$ cat src/rtl/alm_pkg.sv
// Shared definitions for the ALM multiplier datapath: log-format width and
// field-slicing constants used by the encoder, the multiplication unit and their benches.
package alm_pkg;

  function automatic int LOGW(input int bw);
    return $clog2(bw) + bw - 1;
  endfunction

  localparam int ALM_BW   = 32;
  localparam int K_MSB    = LOGW(ALM_BW) - 1;
  localparam int FRAC_MSB = ALM_BW - 2;

endpackage

$ cat src/rtl/alm_lod_encoder.sv
// Combinational leading-one detector and priority encoder: k = index of the
// most significant set bit, zero = operand is all zeros (k reads 0 then).
module alm_lod_encoder
  import alm_pkg::*;
#(
  parameter int BW         = ALM_BW,
  parameter int LOG2_WIDTH = $clog2(BW)
) (
  input  logic [BW-1:0]         operand,
  output logic [LOG2_WIDTH-1:0] k,
  output logic                  zero
);

  // Ascending scan: the last set bit seen is the most significant one.
  always_comb begin
    k = '0;
    for (int unsigned i = 0; i < BW; i++) begin
      if (operand[i]) k = LOG2_WIDTH'(i);
    end
  end

  assign zero = (operand == '0);

endmodule

$ cat src/rtl/alm_log_encoder.sv
// Two-stage pipelined binary-to-log encoder with valid/ready flow control.
// Output is {k, fraction}, fraction being the bits below the leading one, left-aligned.
module alm_log_encoder
  import alm_pkg::*;
#(
  parameter int BW         = ALM_BW,
  parameter int LOG2_WIDTH = $clog2(BW)
) (
  input  logic                         clk,
  input  logic                         rst_n,
  input  logic                         in_valid,
  output logic                         in_ready,
  input  logic [BW-1:0]                operand,
  output logic                         out_valid,
  input  logic                         out_ready,
  output logic [LOG2_WIDTH+BW-2:0]     log_concat_format,
  output logic                         zero_flag
);

  logic                  r_s1_valid;
  logic [BW-2:0]         r_s1_operand;
  logic [LOG2_WIDTH-1:0] r_s1_k;
  logic                  r_s1_z;

  logic                  r_s2_valid;
  logic [LOG2_WIDTH-1:0] r_s2_k;
  logic [BW-2:0]         r_s2_frac;
  logic                  r_s2_z;

  logic                  w_s1_adv;
  logic                  w_s2_adv;
  logic [LOG2_WIDTH-1:0] w_k;
  logic                  w_z;
  logic [LOG2_WIDTH-1:0] w_shamt;
  logic [BW-2:0]         w_frac;

  assign w_s2_adv = !r_s2_valid || out_ready;
  assign w_s1_adv = !r_s1_valid || w_s2_adv;
  assign in_ready = w_s1_adv;

  alm_lod_encoder #(
    .BW         (BW),
    .LOG2_WIDTH (LOG2_WIDTH)
  ) u_lod (
    .operand (operand),
    .k       (w_k),
    .zero    (w_z)
  );

  // The leading one itself is never stored: shifting the lower BW-1 bits by
  // BW-1-k pushes it out of the top, leaving the left-aligned fraction.
  assign w_shamt = LOG2_WIDTH'(BW - 1) - r_s1_k;
  assign w_frac  = r_s1_operand << w_shamt;

  always_ff @(posedge clk or negedge rst_n) begin
    if (!rst_n) begin
      r_s1_valid   <= 1'b0;
      r_s1_operand <= '0;
      r_s1_k       <= '0;
      r_s1_z       <= 1'b0;
    end else if (w_s1_adv) begin
      r_s1_valid <= in_valid;
      if (in_valid) begin
        r_s1_operand <= operand[BW-2:0];
        r_s1_k       <= w_k;
        r_s1_z       <= w_z;
      end
    end
  end

  always_ff @(posedge clk or negedge rst_n) begin
    if (!rst_n) begin
      r_s2_valid <= 1'b0;
      r_s2_k     <= '0;
      r_s2_frac  <= '0;
      r_s2_z     <= 1'b0;
    end else if (w_s2_adv) begin
      r_s2_valid <= r_s1_valid;
      if (r_s1_valid) begin
        r_s2_k    <= r_s1_k;
        r_s2_frac <= w_frac;
        r_s2_z    <= r_s1_z;
      end
    end
  end

  assign out_valid         = r_s2_valid;
  assign log_concat_format = {r_s2_k, r_s2_frac};
  assign zero_flag         = r_s2_z;

endmodule

$ cat config.mk
export PLATFORM = sky130hd
export DESIGN_NAME = alm_log_encoder
export DESIGN_NICKNAME = d
export VERILOG_FILES = /design/src/rtl/alm_pkg.sv /design/src/rtl/alm_lod_encoder.sv /design/src/rtl/alm_log_encoder.sv
export SDC_FILE = /design/constraint.sdc
export NUM_CORES = 1
export LEC_CHECK = 0
export ABC_AREA = 1
export CORE_ASPECT_RATIO = 0.9
export CORE_MARGIN = 2
export CORE_UTILIZATION = 45
export DETAILED_ROUTE_END_ITERATION = 10
export PLACE_DENSITY = 0.7
export SETUP_SLACK_MARGIN = 0.15
export SLEW_MARGIN = 25
export SYNTH_ARGS = -nofsm -noshare
export SYNTH_HDL_FRONTEND = slang
export SYNTH_SLANG_ARGS = --single-unit
$ cat constraint.sdc
create_clock -name clk -period 1.8 [get_ports clk]
set_input_delay 0.36 -clock clk [delete_from_list [all_inputs] [get_ports clk]]
set_output_delay 0.36 -clock clk [all_outputs]
set_load 0.005 [all_outputs]
## Word level (Yosys, flattened, before mapping)

Cells that the tools add are included.

| storage, ports and cells | value |
|---|---|
| output and inout port bits | 39 |
| logic and storage cells | 48 |
| input bits | 36 |
| register bits after elaboration | 76 |

| operators by class | value |
|---|---|
| $add $sub $neg | 1 |
| reductions and logical operators | 7 |
| muxes and demuxes | 31 |
| shift operators | 1 |

Operator list:

| operator | number |
|---|---|
| $mux W5 | 16 |
| $logic_not A32 Y1 | 1 |
| $mux W4 | 8 |
| $shl A31 B5 Y31 | 1 |
| $mux W3 | 4 |
| $sub A5 B5 Y5 const A | 1 |
| $mux W2 | 2 |
| $reduce_and A2 Y1 | 2 |
| $logic_not A1 Y1 | 2 |
| $logic_or A1 B1 Y1 | 2 |
| $mux W1 | 1 |

## Depth between registers and ports, before layout

| depth | value |
|---|---|
| word-level depth | 31 |
| depth in mapped cells | 31 |
| mapped depth without buffers | 31 |

## Cells and area by module

A second synthesis with hierarchy kept.

| unflattened totals | value |
|---|---|
| cell total of the unflattened synthesis | 629 |
| area, all modules | 4575.6 sq um |

By module, submodules not included:

| module | cells each | area an instance (sq um) | times used | sequential area each (sq um) |
|---|---|---|---|---|
| alm_log_encoder | 523 | 4160.2 | 1 | 1901.8 |
| alm_lod_encoder | 106 | 415.4 | 1 | 0.0 |

## Least setup slack after synthesis

OpenSTA, ideal clock, no wires.

| timing path | value |
|---|---|
| path type | input -> register |
| from | in operand[2] |
| to | reg r_s1_k[0] |
| path slack | 0.055 ns |
| stages on the path | 31 |
| buffers on the path | 0 |
| data required time | 1.679 ns |
| arrival | 1.624 ns |
| library setup time | 0.121 ns |
| cell sequence | inv_2 > nand2_1 > nand2_1 > nand2_1 > nand2_1 > nand2_1 > nand2_1 > nand2_1 > nand2_1 > nand2_1 > nand2_1 > nand2_1 > nand2_1 > nand2_1 > nand2_1 > nand2_1 > nand2_1 > nand2_1 > nand2_1 > nand2_1 > nand2_1 > nand2_1 > nand2_1 > nand2_1 > nand2_1 > nand2_1 > nand2_1 > nand2_1 > nand2_1 > nand2_1 > nand2_1 |

| on the way | value |
|---|---|
| cells in the longest elaborated chain, start to end | 30 |

Ends and longest elaborated chain:

| element | RTL line | text |
|---|---|---|
| from (decl) | alm_log_encoder.sv:13 | `input logic [BW-1:0] operand,` |
| $mux W2 (2 in series) | alm_lod_encoder.sv:18 | `if (operand[i]) k = LOG2_WIDTH'(i);` |
| $mux W3 (4 in series) | alm_lod_encoder.sv:18 |  |
| $mux W4 (8 in series) | alm_lod_encoder.sv:18 |  |
| $mux W5 (16 in series) | alm_lod_encoder.sv:18 |  |
| to (signal assigned) | alm_log_encoder.sv:65 | `r_s1_k <= w_k;` |
| to (decl) | alm_log_encoder.sv:22 | `logic [LOG2_WIDTH-1:0] r_s1_k;` |

No other way between the ends.
A chain may end at the register's enable or synchronous reset.

## Final worst setup path

| timing path | value |
|---|---|
| from | reg r_s1_k[0] |
| to | reg r_s2_frac[21] |

| on the way | value |
|---|---|
| cells in the longest elaborated chain, start to end | 2 |

Ends and longest elaborated chain:

| element | RTL line | text |
|---|---|---|
| $sub A5 B5 Y5 | alm_log_encoder.sv:52 | `assign w_shamt = LOG2_WIDTH'(BW - 1) - r_s1_k;` |
| $shl A31 B5 Y31 | alm_log_encoder.sv:53 | `assign w_frac = r_s1_operand << w_shamt;` |
| to (signal assigned) | alm_log_encoder.sv:81 | `r_s2_frac <= w_frac;` |
| to (decl) | alm_log_encoder.sv:27 | `logic [BW-2:0] r_s2_frac;` |

No other way between the ends.

==> impl_metrics.yaml <==
routing:
  vias: 4692
  drc: 0
  viasPerCell: 5.43
  drt_wl_total_um: 13400
  firstDrtPassIters: 7
  ant_nets: 0
  first_iter_violations: 389
  avgRoutedWirePerCell_um: 15.5
logic_synthesis:
  synthCells: 632
  synth.area.top_cells: "dfrtp_1 44%, nand2_1 21%, o21ai_1 8.1%"
  synth_edf_count: 0
  synth_most_common_cell: "nand2_1"
  synthArstFlopShare_pct: 100
  yosys-top-cells-count: "241 x nand2_1, 76 x dfrtp_1, 71 x o21ai_1, 40 x inv_1, 40 x o21ai_0"
  synth_top_cell_by_area: "dfrtp_1"
  ys_warn_count: 0
  syn-cell-area_um2: 4370
  ys_types: 25
  synth_flop_cell: "dfrtp_1"
  yosysSeqAreaShare_pct: 43.5
  synth.ff_latch_count: 76
  synth_top_area_share_pct: 43.5
  synth_fp_nets: 668
  synth_area_per_cell_um2: 6.91
worst_setup_path:
  rr_endpoint: "r_s2_frac[21]"
  reg2reg_depth: 9
  cp-start-kind: "register"
  endpoint_kind: "register"
  critical_path_required_ps: 2020
  ff2ff_setup_slack_ps: 10
  worstPathArrival_ps: 2000
  r2r-start: "r_s1_k[0]"
  slowest_delay_ps: 420
  slowest_stage: "dfrtp_1"
  critPathKind: "reg2reg"
  worstPathCellList: "buf_6, buf_16, mux2i_2, nand2_1, o21ai_2, nand2_1, o21ai_2, or2_1, o221ai_1"
  cp_max_fo: 8
timing:
  finalMaxSlewViolations: 0
  finalSetupViolations: 0
  hold_viol: 0
  rsz0062_at_grt: "true"
  finalCritPeriodShare_pct: 99.3
  fin_crit_ps: 1790
  whs_ps: 19.7
  slew_headroom_pct: 69.6
  finClkSkew_ps: 12.9
  tightest_slew_ps: 452
  max_freq_mhz: 560
clock_tree:
  ctsRootBufferMaster: "clkbuf_8"
  cts_tree: "done"
  cts.reportedPaths.clkPinSlew_ps: 80
  cts_hold_buf: 0
  numCtsBuffers: 9
  clk_latency_ps: 350
  cts_buffer_depth: 2
  cts_num_sinks: 76
  h-tree-depth: 3
grt:
  antenna_found_initial: 0
  grt.met3_usage_pct: 3.35
  met2_usage_pct: 39.4
  grt.met1_usage_pct: 34.9
  grt_overflow: 0
  grt_max_degree: 77
  busiest_layer: "met2"
  grt_usage_pct: 24.9
  grt_first_pass_wirelength_um: 21000
  grt_pass1_vias: 4260
die:
  core_area_um2: 9570
  die_area_um2: 10500
  start_util_pct: 45.6
  pin_count: 75
  die_y_um: 97.5
  die_w_um: 108
  rows: 34
place:
  placed_cell_area_um2: 5490
  io_buffers: 74
  dp_hpwl_um: 8710
  place_congestion: 0.887
layout:
  nFillCells: 769
  syn2layout_area_growth_pct: 53.2
  multi_input_area_um2: 2820
  drive_above_1_share_pct: 30.9
  n_antenna_cell: 0
  seqCellArea_um2: 1900
  fin_area_um2: 6690
  nNetsFinal: 771
worst_hold_path:
  hold_path_class: "in2async"
status:
  status: "finished clean"
power_and_ir_drop:
  power_per_cell_area_nw_per_um2: 1040
  power.total_mw: 6.99
  ir_drop_v: 0.000547
  p_leak_nw: 3.14
run:
  cap_violations: 0
[cell usage in the layout (no fill, tap or decap), drive strengths merged]
cell type and count:
a21oi 4, a22oi 2, a31oi 1, a32oi 1
buf 58, bufinv 2, clkbuf 13, clkdlybuf4s50 62
clkinv 3, clkinvlp 1, dfrtp 76, dlygate4sd2 3
dlymetal6s2s 3, inv 51, mux2i 8, nand2 241
nand3 28, nand4 1, nor2 33, nor3 3
nor4 1, o211ai 17, o21a 1, o21ai 111
o21bai 1, o221ai 8, o22ai 2, or2 3
[area by class of cell]
| type | instances | share of cell area (%) |
|---|---|---|
| Timing Repair Buffer | 130 | 21.0 |
| Tap cell | 126 | 2.36 |
| Multi-Input combinational cell | 466 | 42.1 |
| Inverter | 52 | 3.16 |
| Sequential cell | 76 | 28.4 |
| Clock inverter | 5 | 1.18 |
| Clock buffer | 9 | 1.85 |
[metal layers]
metal / share of wire (%) / up-vias
met5: 0 / -
met1: 44 / 2196
li1: - / 2275
met4: 2.5 / 0
met3: 5.7 / 29
met2: 47 / 192
[registers in the layout, summed over array words and instances, names as in the netlist]
register / cells
r_s2_frac: 31
r_s1_operand: 31
r_s2_k: 5
r_s1_z: 1
r_s1_k: 5
out_valid: 1
r_s1_valid: 1
zero_flag: 1
[cells by family (layout without fill, tap and decap cells)]
logic type / Yosys count / count (layout) / synth area share, %
muxes: 8 / 8 / 1.83
AOI/OAI and AO/OA: 148 / 148 / 19.0
DFF: 76 / 76 / 43.5
and+or+nand+nor: 310 / 310 / 27.8
buffers and inverters: 90 / 196 / 7.82
[through the flow]
step	setup slack (ps)	utilization [%]	TNS, ps	instances
after floorplan	57.8	-	0	632
after global placement	-714	57.4	-2150	833
after detailed placement	-746	57.4	-2590	833
after CTS	-5.21	64.5	-5.21	858
after global routing	-189	69.9	-473	864
final	13.1	69.9	0	864
[worst max path at each step]
stage / end / startpoint
floorplan: r_s1_k[0] / operand[2]
finish: r_s2_frac[21] / r_s1_k[0]
global route: r_s1_k[0] / operand[2]
global placement: r_s1_k[0] / operand[2]
detailed placement: r_s1_k[0] / operand[2]
CTS: r_s1_k[0] / operand[3]
[critical path, delay by kind of cell (launching register included)]
family,cells,cell delay (ps)
flip-flops,1,420
AND/OR/NAND/NOR,3,350
buffers and inverters,2,330
AO/OA/AOI/OAI,3,300
multiplexers,1,250
[repair_timing]
item / 4_1_cts / 5_1_grt
endpoints found under the setup margin: 11 / 30
pin swaps: 28 / 66
resized for setup: 108 / 117
setup buffers: 6 / 5
cloned: 5 / 1
[report_power, final]
group | internal, mW | total (mW) | switching (mW) | leakage (nW)
sequential | 2.12 | 2.43 | 0.309 | 0.919
clock | 0.763 | 1.38 | 0.618 | 0.105
combinational | 1.59 | 3.18 | 1.59 | 2.11
total | 4.47 | 6.99 | 2.52 | 3.14
Note: power is estimated with default switching activity, not from simulation.
